==> src/rtl/serial_add_sub.sv <==
// Bit-serial adder/subtractor: one full-adder cell reused for WIDTH cycles, LSB first,
// with a start/done handshake and registered result, carry and signed-overflow flags.
module serial_add_sub #(
  parameter int WIDTH = 8
) (
  input  logic             clk,
  input  logic             rst,
  input  logic             start,
  input  logic             mode,
  input  logic [WIDTH-1:0] a,
  input  logic [WIDTH-1:0] b,
  output logic             busy,
  output logic             done,
  output logic [WIDTH-1:0] result,
  output logic             carry_out,
  output logic             overflow
);

  localparam int CNT_W = $clog2(WIDTH) + 1;
  localparam logic [CNT_W-1:0] LAST = CNT_W'(WIDTH - 1);

  typedef enum logic [1:0] {IDLE, RUN, DONE} state_t;

  state_t           state_q;
  logic [WIDTH-1:0] sh_a_q;
  logic [WIDTH-1:0] sh_b_q;
  logic [WIDTH-1:0] result_q;
  logic [WIDTH-1:0] result_d;
  logic [CNT_W-1:0] cnt_q;
  logic             c_q;
  logic             sum_d;
  logic             carry_d;
  logic             busy_q;
  logic             done_q;
  logic             carry_out_q;
  logic             overflow_q;

  // Single full-adder cell; sum bit enters the result from the MSB side.
  always_comb begin
    sum_d             = sh_a_q[0] ^ sh_b_q[0] ^ c_q;
    carry_d           = (sh_a_q[0] & sh_b_q[0]) | (c_q & (sh_a_q[0] ^ sh_b_q[0]));
    result_d          = result_q >> 1;
    result_d[WIDTH-1] = sum_d;
  end

  always_ff @(posedge clk or posedge rst) begin
    if (rst) begin
      state_q     <= IDLE;
      sh_a_q      <= '0;
      sh_b_q      <= '0;
      result_q    <= '0;
      cnt_q       <= '0;
      c_q         <= 1'b0;
      busy_q      <= 1'b0;
      done_q      <= 1'b0;
      carry_out_q <= 1'b0;
      overflow_q  <= 1'b0;
    end else begin
      case (state_q)
        IDLE: begin
          if (start) begin
            // Subtract is a + ~b + 1: invert b here and seed the carry with mode.
            sh_a_q   <= a;
            sh_b_q   <= mode ? ~b : b;
            c_q      <= mode;
            cnt_q    <= '0;
            result_q <= '0;
            busy_q   <= 1'b1;
            state_q  <= RUN;
          end
        end
        RUN: begin
          result_q <= result_d;
          sh_a_q   <= sh_a_q >> 1;
          sh_b_q   <= sh_b_q >> 1;
          c_q      <= carry_d;
          cnt_q    <= cnt_q + CNT_W'(1);
          if (cnt_q == LAST) begin
            // c_q is the carry into the MSB at this point.
            carry_out_q <= carry_d;
            overflow_q  <= c_q ^ carry_d;
            done_q      <= 1'b1;
            state_q     <= DONE;
          end
        end
        DONE: begin
          done_q  <= 1'b0;
          busy_q  <= 1'b0;
          state_q <= IDLE;
        end
        default: state_q <= IDLE;
      endcase
    end
  end

  assign busy      = busy_q;
  assign done      = done_q;
  assign result    = result_q;
  assign carry_out = carry_out_q;
  assign overflow  = overflow_q;

endmodule
==> config.mk <==
export PLATFORM = sky130hd
export DESIGN_NAME = serial_add_sub
export DESIGN_NICKNAME = d
export VERILOG_FILES = /design/src/rtl/serial_add_sub.sv
export SDC_FILE = /design/constraint.sdc
export NUM_CORES = 1
export LEC_CHECK = 0
export ABC_AREA = 1
export CORE_MARGIN = 2
export CORE_UTILIZATION = 46
export CTS_CLUSTER_DIAMETER = 80
export DETAILED_ROUTE_END_ITERATION = 10
export GPL_ROUTABILITY_DRIVEN = 1
export PLACE_DENSITY = 0.77
export SKIP_CTS_REPAIR_TIMING = 1
export SLEW_MARGIN = 20
export SYNTH_ARGS = -nofsm -noshare
export SYNTH_HDL_FRONTEND = slang
export SYNTH_SLANG_ARGS = --single-unit
==> constraint.sdc <==
create_clock -name clk -period 1.1 [get_ports clk]
set_input_delay 0.22 -clock clk [delete_from_list [all_inputs] [get_ports clk]]
set_output_delay 0.22 -clock clk [all_outputs]
set_load 0.01 [all_outputs]
======== After elaboration in Yosys (flattened, before gate mapping) ========
Index checks and enable logic that the tools add are counted.
Widths: inputs -> output; s select.
operators by class
  add/subtract/negate cells ............... 1
  equality and inequality tests ........... 5
  multiplexer cells ....................... 18
  bitwise gates (word level) .............. 7
  reduce and logical (&&, ||, !) cells .... 9
operators by type and width
  cell                 number
  $pmux 8 s2           3
  $mux 8               4
  $reduce_and 2->1     5
  $not 8->8            1
  $pmux 4 s2           1
  $pmux 1 s2           3
  $reduce_bool 2->1    3
  $add 4x1->4 const B  1
  $eq 4x3->1 const B   1
  $mux 2               2
  $mux 4               1
  $ne 2x2->1 const B   2
  $pmux 2 s2           1
  $mux 1               3
  $xor 1x1->1          3
  $and 1x1->1          2
  $eq 2x1->1 const B   1
  $eq 2x2->1 const B   1
  $logic_not 2->1      1
  $or 1x1->1           1
storage, ports and cells
  register bits ........................... 35
  output and inout port bits .............. 12
  logic and storage cells ................. 50

======== Depth between registers and ports, before layout ========
Gate-level depths: netlist (run 1).
  depth after elaboration ................. 4
  depth in mapped cells ................... 7

======== Worst setup path before layout (run 1) ========
Ideal clock, no wire load.
  path kind ............................... register -> register
  start ................................... reg sh_a_q[0]
  end ..................................... reg overflow_q (netlist: overflow)
  library setup time ...................... 0.116 ns
  data arrival time ....................... 1.059 ns
  required time ........................... 0.984 ns
  path slack .............................. -0.075 ns
  cell stages (with the launch flop) ...... 6
  path buffers ............................ 0
  period minus slack after synthesis ...... 1.175 ns
  cells stage by stage .................... dfrtp_1 inv_1 fa_1 xnor2_1 nand2_1 nand2_1
on the way
  cells in the longest elaborated chain, start to end .. 4
  elaborated cells between the ends (all ways) .. 5
RTL lines
  element                 line  RTL
  start, declared         25    logic [WIDTH-1:0] sh_a_q;
  start signal, assigned  74    sh_a_q <= sh_a_q >> 1;
  $xor 1x1->1             41    carry_d = (sh_a_q[0] & sh_b_q[0]) | (c_q & (sh_a_q[0] ^ sh_b_q[0]));
  $and 1x1->1             41
  $or 1x1->1 (*)          41
  $xor 1x1->1 (*)         81    overflow_q <= c_q ^ carry_d;
  end signal, assigned    81
  end, declared           36    logic overflow_q;
Every way passes the cells marked *; elsewhere a longest branch is shown, timed or not.
A chain may end at the register's enable or synchronous reset.

======== Final worst setup path (run 1) ========
  start ................................... reg state_q[0]
  end ..................................... reg c_q
on the way
  cells in the longest elaborated chain, start to end .. 3
  elaborated cells between the ends (all ways) .. 6
RTL lines
  element                                                                  line  RTL
  start, declared                                                          24    state_t state_q;
  start signal, assigned                                                   48    state_q <= IDLE;
  start signal, assigned                                                   69    state_q <= RUN;
  start signal, assigned                                                   83    state_q <= DONE;
  $eq 2x1->1 / $logic_not 2->1 (equally long branches)                     59    case (state_q)
  $reduce_bool 2->1 (no source line) / $ne 2x2->1 (equally long branches)  --
  $reduce_and 2->1 (no source line)                                        --
  end signal, assigned                                                     65    c_q <= mode;
  end signal, assigned                                                     76    c_q <= carry_d;
  end, declared                                                            30    logic c_q;
Parallel ways exist; a longest one is shown, timed or not.

==> results of run 1 <==
[layout by cell type (no fill, tap or decap)]
master,n
clkbuf_2,2
nand2_2,8
inv_2,4
buf_6,3
dlymetal6s2s_1,10
nand3_1,12
buf_4,26
inv_1,13
nor2_1,1
xnor2_1,2
inv_8,1
nand2_1,110
nand4_1,1
nand2_4,8
clkbuf_8,6
dfrtp_2,1
fa_2,1
o21ai_4,1
inv_4,1
o21ai_2,1
ha_4,1
o21ai_1,3
xnor2_2,1
clkdlybuf4s50_1,19
dfrtp_1,34
nor2_4,3
clkinv_2,1
nand3_2,6
o21ai_0,3
buf_12,4
[flip-flops by register name, summed over array words and instances, names as in the netlist]
name / flops
result: 8
sh_a_q: 8
sh_b_q: 8
cnt_q: 4
state_q: 2
busy: 1
c_q: 1
carry_out: 1
done: 1
overflow: 1
[per-layer routing]
metal,share of wire [%],track usage [%],vias to the layer above
li1,-,-,809
met1,42,25.43,755
met2,52,33.76,38
met3,4.3,5.208,11
met4,2.0,6.250,0
met5,0,0,-
[cells by family after synthesis]
| group | synth area share [%] |
|---|---|
| simple gates | 34.53 |
| flops | 51.09 |
| buf+inv | 7.955 |
| compound gates | 2.993 |
| xor+xnor | 1.533 |
| fa+ha+maj | 1.898 |
[synthesized netlist by cell type, drive strengths merged]
library cell,n,area share [%]
ha,1,0.73
o21ai,8,3.0
nand3,18,5.3
xnor2,3,1.5
inv,18,3.9
dfrtp,35,51
nand4,1,0.37
nor2,4,1.0
nand2,126,28
clkinv,1,0.29
buf,8,3.7
fa,1,1.2
[power breakdown]
part / internal (mW) / switching [mW] / total [mW]
clock network: 0.491 / 0.454 / 0.945
registers: 1.83 / 0.417 / 2.24
logic: 1.61 / 1.60 / 3.21
[cell type report]
type,count,share of cell area (%)
Clock buffer,6,3.184
Sequential cell,35,33.82
Tap cell,48,2.315
Clock inverter,1,0.1930
Inverter,19,3.136
Multi-Input combinational cell,162,32.90
Timing Repair Buffer,64,24.46
[through the flow]
step	total power, mW	hold WS, ps	setup WS [ps]
after global placement	4.880	459.6	-227.4
after floorplan	3.656	329.6	-4.346
after CTS	5.946	275.2	-330.8
after global routing	6.890	308.1	-173.0
after detailed placement	4.977	465.6	-246.1
final	6.399	267.6	-133.6
[worst register-to-register path, stage by stage (launching register included)]
cell and delay (ps):
dfrtp_2 480, o21ai_4 260, buf_12 190, nand2_1 60, inv_1 80, nor2_1 60
[worst max path at each step]
stage,from,endpoint,slack [ps],depth (start not counted)
final,state_q[0],c_q,-130,5
after global routing,state_q[0],c_q,-170,5
after CTS,result[7],result[7],-330,1
after detailed placement,start,sh_b_q[6],-250,5
after global placement,start,c_q,-230,6
after floorplan,sh_a_q[0],overflow,-4,5
==> reports/metrics.csv, run 1 <==
metric;value;unit
die area;4231;um^2
clk sinks;35;
io pins;32;
CTS Buf Count;5;
mean post-synth cell area;7.652;um^2
first drt pass iteration count;4;
Vias/cell;4.815;
Worst Path Buf+Inv;2;
crit-path cells;o21ai_4 -> buf_12 -> nand2_1 -> inv_1 -> nor2_1;
iteration-0 DRC count of the detailed router;116;
Syn Std Cell Area;1714;um^2
Initial Util;47.18;%
Max Clock Skew;3.634;ps
dpl cell area;2291;um^2
first-pass GRT wire length;6472;um
clk root buf;clkbuf_8;
critical path arrival;1410;ps
yosys warns;0;
Crit Path Max Fanout;8;
CTS tree;done;
Lkg Pwr;1.550;nW
largest net degree at the start of global routing;36;
layout cells sized above 1;27.53;%
failing checks;negative setup slack;
Setup CP Type;reg -> reg;
worst relative slew slack;82.89;%
nets@finish;309;
Top delay family on crit path;flip-flops;
slack of the worst reg-to-reg path;-130;ps
Reg2Reg Depth;5;
GRT Util Overall;20.08;%
H-tree levels;2;
synthesized flop and latch total;35;
RSZ-0062 raised after global routing;true;
Power per Cell Area;2467;nW/um^2
final count of hold timing violations;0;
Hold Path Class;in -> async;
Multi-input gate area;853.3;um^2
r2r startpoint;state_q[0];
Startpoint Class;register;
Final Core Density;71.38;%
final setup TNS;-406.7;ps
final worst slack;-133.6;ps
vias in the first global route;1450;
# placed instances;324;
Cells after Synth;224;
slowest stage delay, CP;480;ps
via count;1613;
Max Cap Viol;0;
status;finished, violations left;
initial antenna violation count;0;
CP Data Required Time;1280;ps
Tmin final;1234;ps
CP max-delay cell;dfrtp_2;
synth-to-layout area growth;51.31;%
total grt overflow;0;
FF-to-FF End;c_q;
# rows;22;
Worst-path clk slew;70;ps
# diodes;0;
Pins Over Slew Limit;0;
Final Non-Filler Cells;335;
clk_lat worst skew;290;ps
final instance area;2594;um^2
DRT Wirelength;4092;um
actual slew at the worst max-slew pin;256.3;ps
fill cell count;277;
fin crit share;112.1;%
post-synthesis sequential area ratio;51.09;%
sequential cell area;877.1;um^2
Clock Path Buffers;2;
Cell variety after synth;19;
Max Fclk;810.7;MHz
Synth Net Count;246;
IO Port Bufs;31;
hpwl dp;2646;um
Die Y;65.05;um
Worst Setup End Kind;register;
Die X;65.05;um
final setup fails;12;
RePlAce Congestion;0.7879;
Residual DRC;0;
Wirelength per Cell;12.21;um
Peak VDD IR;1.279;mV
core area;3633;um^2
post-route antenna net violation count;0;
Power figures use the tool's default switching activity.
==> inputs of run 2 (changes only) <==
--- a/config.mk
+++ b/config.mk
@@ -7,12 +7,14 @@
 export LEC_CHECK = 0
 export ABC_AREA = 1
 export CORE_MARGIN = 2
-export CORE_UTILIZATION = 46
+export CORE_UTILIZATION = 55
 export CTS_CLUSTER_DIAMETER = 80
 export DETAILED_ROUTE_END_ITERATION = 10
 export GPL_ROUTABILITY_DRIVEN = 1
-export PLACE_DENSITY = 0.77
+export GPL_TIMING_DRIVEN = 1
+export PLACE_DENSITY = 0.86
 export SKIP_CTS_REPAIR_TIMING = 1
+export SKIP_LAST_GASP = 1
 export SLEW_MARGIN = 20
 export SYNTH_ARGS = -nofsm -noshare
 export SYNTH_HDL_FRONTEND = slang
==> constraint.sdc (replaced) <==
create_clock -name clk -period 1.5 [get_ports clk]
set_input_delay 0.3 -clock clk [delete_from_list [all_inputs] [get_ports clk]]
set_output_delay 0.3 -clock clk [all_outputs]
set_load 0.01 [all_outputs]
==> reports/metrics.csv, run 2 (same netlist as run 1, synthesis figures left out) <==
metric;value;unit;change
Wirelength per Cell;11.71;um;was 12.21 um
iteration-0 DRC count of the detailed router;60;;was 116
power consumption;3.856;mW;was 6.399 mW
die area;3579;um^2;was 4231 um^2
FF-to-FF End;overflow;;was c_q
io pins;32;;unchanged
Vias/cell;5.003;;was 4.815
RSZ-0062 raised after global routing;true;;unchanged
sequential cell area;875.8;um^2;was 877.1 um^2
largest net degree at the start of global routing;36;;unchanged
# rows;20;;was 22
CTS Buf Count;5;;unchanged
commonest non-fill, non-tap cell in the layout;nand2_1;;unchanged
Multi-input gate area;701.9;um^2;was 853.3 um^2
final worst slack;-67.63;ps;was -133.6 ps
Hold Path Class;in -> async;;unchanged
RePlAce Congestion;0.7875;;was 0.7879
Top delay family on crit path;buffers and inverters;;was flip-flops
Max Cap Viol;0;;unchanged
Tmin final;1568;ps;
H-tree levels;2;;unchanged
Clock Path Buffers;2;;unchanged
slack of the worst reg-to-reg path;170;ps;was -130 ps
Die X;59.83;um;was 65.05 um
IO Port Bufs;31;;unchanged
Die Y;59.83;um;was 65.05 um
clk_lat worst skew;340;ps;was 290 ps
status;finished, violations left;;unchanged
Residual DRC;0;;unchanged
critical path arrival;1270;ps;was 1410 ps
Worst Setup End Kind;primary output;;was register
CTS tree;done;;unchanged
Pins Over Slew Limit;0;;unchanged
Power per Cell Area;1754;nW/um^2;was 2467 nW/um^2
Lkg Pwr;1.308;nW;was 1.550 nW
initial antenna violation count;0;;unchanged
Peak VDD IR;0.9022;mV;was 1.279 mV
first-pass GRT wire length;5720;um;was 6472 um
# diodes;0;;unchanged
final count of hold timing violations;0;;unchanged
Crit Path Max Fanout;3;;was 8
first drt pass iteration count;4;;unchanged
final setup fails;1;;was 12
fin crit share;104.5;%;
GRT Util Overall;21.52;%;was 20.08%
crit-path cells;clkdlybuf4s50_1;;was o21ai_4 -> buf_12 -> nand2_1 -> inv_1 -> nor2_1
r2r startpoint;state_q[1];;was state_q[0]
Reg2Reg Depth;6;;was 5
synth-to-layout area growth;28.25;%;was 51.31%
Max Fclk;637.9;MHz;
failing checks;negative setup slack;;unchanged
via count;1491;;was 1613
Initial Util;57.08;%;was 47.18%
WP depth;1;;was 5
Worst-path clk slew;110;ps;was 70 ps
Startpoint Class;register;;unchanged
core area;3003;um^2;was 3633 um^2
Worst Path Buf+Inv;1;;was 2
post-route antenna net violation count;0;;unchanged
nets@finish;286;;was 309
worst relative slew slack;81.33;%;was 82.89%
clk sinks;35;;unchanged
hpwl dp;2465;um;was 2646 um
actual slew at the worst max-slew pin;279.0;ps;was 256.3 ps
vias in the first global route;1328;;was 1450
Hold Slack;300.7;ps;was 267.6 ps
CP Data Required Time;1200;ps;was 1280 ps
Max Clock Skew;7.803;ps;was 3.634 ps
CP max-delay cell;clkdlybuf4s50_1;;was dfrtp_2
clk root buf;clkbuf_4;;was clkbuf_8
final instance area;2198;um^2;was 2594 um^2
dpl cell area;2079;um^2;was 2291 um^2
most frequent cells in the layout;nand2_1 (124), dfrtp_1 (35), clkdlybuf4s50_1 (20), nand3_1 (18), inv_1 (15);;was nand2_1 (110), dfrtp_1 (34), buf_4 (26), clkdlybuf4s50_1 (19), inv_1 (13)
fill cell count;241;;was 277
total grt overflow;0;;unchanged
Setup CP Type;reg -> out;;was reg -> reg
slowest stage delay, CP;540;ps;was 480 ps
final setup TNS;-67.63;ps;was -406.7 ps
layout cells sized above 1;9.434;%;was 27.53%
DRT Wirelength;3491;um;was 4092 um
## run 2: routing by layer
metal | vias up | track usage [%] | part of all wire (%)
li1 | 759 | - | -
met1 | 689 | 28.79 | 46
met2 | 36 | 33.39 | 49
met3 | 7 | 4.545 | 3.4
met4 | 0 | 10.16 | 1.8
met5 | - | 0 | 0
## run 2: cell type report
cell class / instances / area share (%)
clock buffer: 8 / 3.130
inverter: 19 / 3.301
tap: 33 / 1.878
timing repair buffer: 41 / 19.92
sequential: 35 / 39.84
multi-input combinational: 162 / 31.93
## run 2: through the flow
step / worst slack [ps] / instances / utilization, %
2_1_floorplan: 325.1 / 224 / -
3_3_place_gp: 55.85 / 287 / 69.25
3_5_place_dp: 19.31 / 287 / 69.25
4_1_cts: -103.1 / 295 / 71.54
5_1_grt: -113.3 / 298 / 73.21
6_report: -67.63 / 298 / 73.21
## run 2: power breakdown
group          switching [mW]  leakage, nW  internal, mW
clock                   0.310       0.0386         0.276
sequential              0.287        0.446          1.33
combinational           0.893        0.824         0.755
total                    1.49         1.31          2.37
## run 2: worst max path at each step
stage | end | from | slack [ps]
5_1_grt | result[7] | result[7] | -110
4_1_cts | result[7] | result[7] | -100
3_5_place_dp | cnt_q[2] | start | 20
3_3_place_gp | cnt_q[2] | start | 60
6_report | result[7] | result[7] | -70
2_1_floorplan | overflow | sh_a_q[0] | 330
==> inputs of run 3 (changes only) <==
--- a/config.mk
+++ b/config.mk
@@ -10,8 +10,9 @@
 export CORE_UTILIZATION = 55
 export CTS_CLUSTER_DIAMETER = 80
 export DETAILED_ROUTE_END_ITERATION = 10
-export GPL_ROUTABILITY_DRIVEN = 1
+export GPL_ROUTABILITY_DRIVEN = 0
 export GPL_TIMING_DRIVEN = 1
+export HOLD_SLACK_MARGIN = 0.02
 export PLACE_DENSITY = 0.86
 export SKIP_CTS_REPAIR_TIMING = 1
 export SKIP_LAST_GASP = 1
==> constraint.sdc (replaced) <==
create_clock -name clk -period 1.5 [get_ports clk]
set_input_delay 0.3 -clock clk [delete_from_list [all_inputs] [get_ports clk]]
set_output_delay 0.3 -clock clk [all_outputs]
set_load 0.005 [all_outputs]
==> reports/metrics.csv, run 3 (same netlist as run 1, synthesis figures left out) <==
metric;value;unit;change
status;finished, violations left;;unchanged
failing checks;negative setup slack;;unchanged
Max Clock Skew;7.803;ps;unchanged
via count;1493;;was 1491
worst relative slew slack;81.33;%;unchanged
power consumption;3.830;mW;was 3.856 mW
RSZ-0062 raised after global routing;true;;unchanged
clk_lat worst skew;340;ps;about the same
GRT Util Overall;21.52;%;unchanged
IO Port Bufs;31;;unchanged
critical path arrival;1230;ps;was 1270 ps
# rows;20;;unchanged
die area;3579;um^2;unchanged
Residual DRC;0;;unchanged
fill cell count;242;;was 241
Peak VDD IR;0.9021;mV;was 0.9022 mV
dpl cell area;2079;um^2;unchanged
CP Data Required Time;1200;ps;about the same
H-tree levels;2;;unchanged
largest net degree at the start of global routing;36;;unchanged
Worst Path Buf+Inv;1;;unchanged
Lkg Pwr;1.319;nW;was 1.308 nW
clk sinks;35;;unchanged
Power per Cell Area;1731;nW/um^2;was 1754 nW/um^2
fin crit share;102.1;%;was 104.5%
synth-to-layout area growth;29.12;%;was 28.25%
CP max-delay cell;clkdlybuf4s50_1;;unchanged
Hold Path Class;in -> async;;unchanged
slowest stage delay, CP;510;ps;was 540 ps
# diodes;0;;unchanged
iteration-0 DRC count of the detailed router;68;;was 60
Routed met1 length;1626;um;was 1614 um
Pins Over Slew Limit;0;;unchanged
Max Cap Viol;0;;unchanged
first drt pass iteration count;4;;unchanged
layout cells sized above 1;10.11;%;was 9.434%
WP depth;1;;unchanged
met2 routed WL;1719;um;was 1696 um
uppermost layer routed;met4;;unchanged
CTS Buf Count;5;;unchanged
post-route antenna net violation count;0;;unchanged
first-pass GRT wire length;5720;um;unchanged
most frequent cells in the layout;nand2_1 (124), dfrtp_1 (35), clkdlybuf4s50_1 (20), nand3_1 (18), inv_1 (15);;unchanged
CTS tree;done;;unchanged
Crit Path Max Fanout;3;;unchanged
Die Y;59.83;um;unchanged
nets@finish;288;;was 286
Clock Path Buffers;2;;unchanged
total grt overflow;0;;unchanged
Reg2Reg Depth;6;;unchanged
Setup CP Type;reg -> out;;unchanged
actual slew at the worst max-slew pin;279.0;ps;about the same
Max Fclk;652.9;MHz;was 637.9 MHz
crit-path cells;clkdlybuf4s50_1;;unchanged
final setup fails;1;;unchanged
Wirelength per Cell;11.73;um;was 11.71 um
final worst slack;-31.72;ps;was -67.63 ps
Initial Util;57.08;%;unchanged
final count of hold timing violations;0;;unchanged
vias in the first global route;1328;;unchanged
Vias/cell;4.977;;was 5.003
Die X;59.83;um;unchanged
final instance area;2213;um^2;was 2198 um^2
Worst Setup End Kind;primary output;;unchanged
Tmin final;1532;ps;was 1568 ps
io pins;32;;unchanged
commonest non-fill, non-tap cell in the layout;nand2_1;;unchanged
Worst-path clk slew;100;ps;was 110 ps
metal3 WL;112;um;was 117 um
Top delay family on crit path;buffers and inverters;;unchanged
clk root buf;clkbuf_4;;unchanged
hpwl dp;2465;um;unchanged
DRT Wirelength;3520;um;was 3491 um
Startpoint Class;register;;unchanged
core area;3003;um^2;unchanged
initial antenna violation count;0;;unchanged
## run 3: report_power, final
part / switching (mW) / total, mW / internal [mW] / leakage, nW
clock: 0.310 / 0.586 / 0.276 / 0.0386
combinational: 0.851 / 1.62 / 0.774 / 0.834
sequential: 0.285 / 1.62 / 1.33 / 0.446
## run 3: through the flow
step | instances | util (%) | setup TNS, ps | hold WS (ps) | setup slack, ps
after global placement | 287 | 69.25 | 0 | 455.0 | 55.85
after detailed placement | 287 | 69.25 | 0 | 465.7 | 19.31
final | 300 | 73.71 | -31.72 | 300.7 | -31.72
after global routing | 300 | 73.71 | -78.14 | 312.1 | -78.14
after floorplan | 224 | - | 0 | 409.6 | 325.1
after CTS | 295 | 71.54 | -375.5 | 308.2 | -67.61
## run 3: area by class of cell
| class | instances | area (um^2) | area share [%] |
|---|---|---|---|
| Tap cell | 33 | 41.29 | 1.865 |
| Timing Repair Buffer | 43 | 452.9 | 20.46 |
| Multi-Input combinational cell | 162 | 701.9 | 31.71 |
| Clock buffer | 8 | 68.82 | 3.109 |
| Inverter | 19 | 72.57 | 3.279 |
| Sequential cell | 35 | 875.8 | 39.57 |
## run 3: final timing paths
path,from,end,slack (ps)
max in group asynchronous,rst,sh_a_q[2],1030
worst max register to register,state_q[1],overflow,170
worst max-delay path,result[7],result[7],-30
min in group clk,result[0],result[0],480
worst min register to register,result[0],result[0],480
worst min-delay path,rst,result[1],300
## run 3: layer usage
| metal | GRT usage (%) | up-vias |
|---|---|---|
| li1 | - | 763 |
| met2 | 33.39 | 34 |
| met3 | 4.545 | 7 |
| met5 | 0 | - |
| met4 | 10.16 | 0 |
| met1 | 28.79 | 689 |
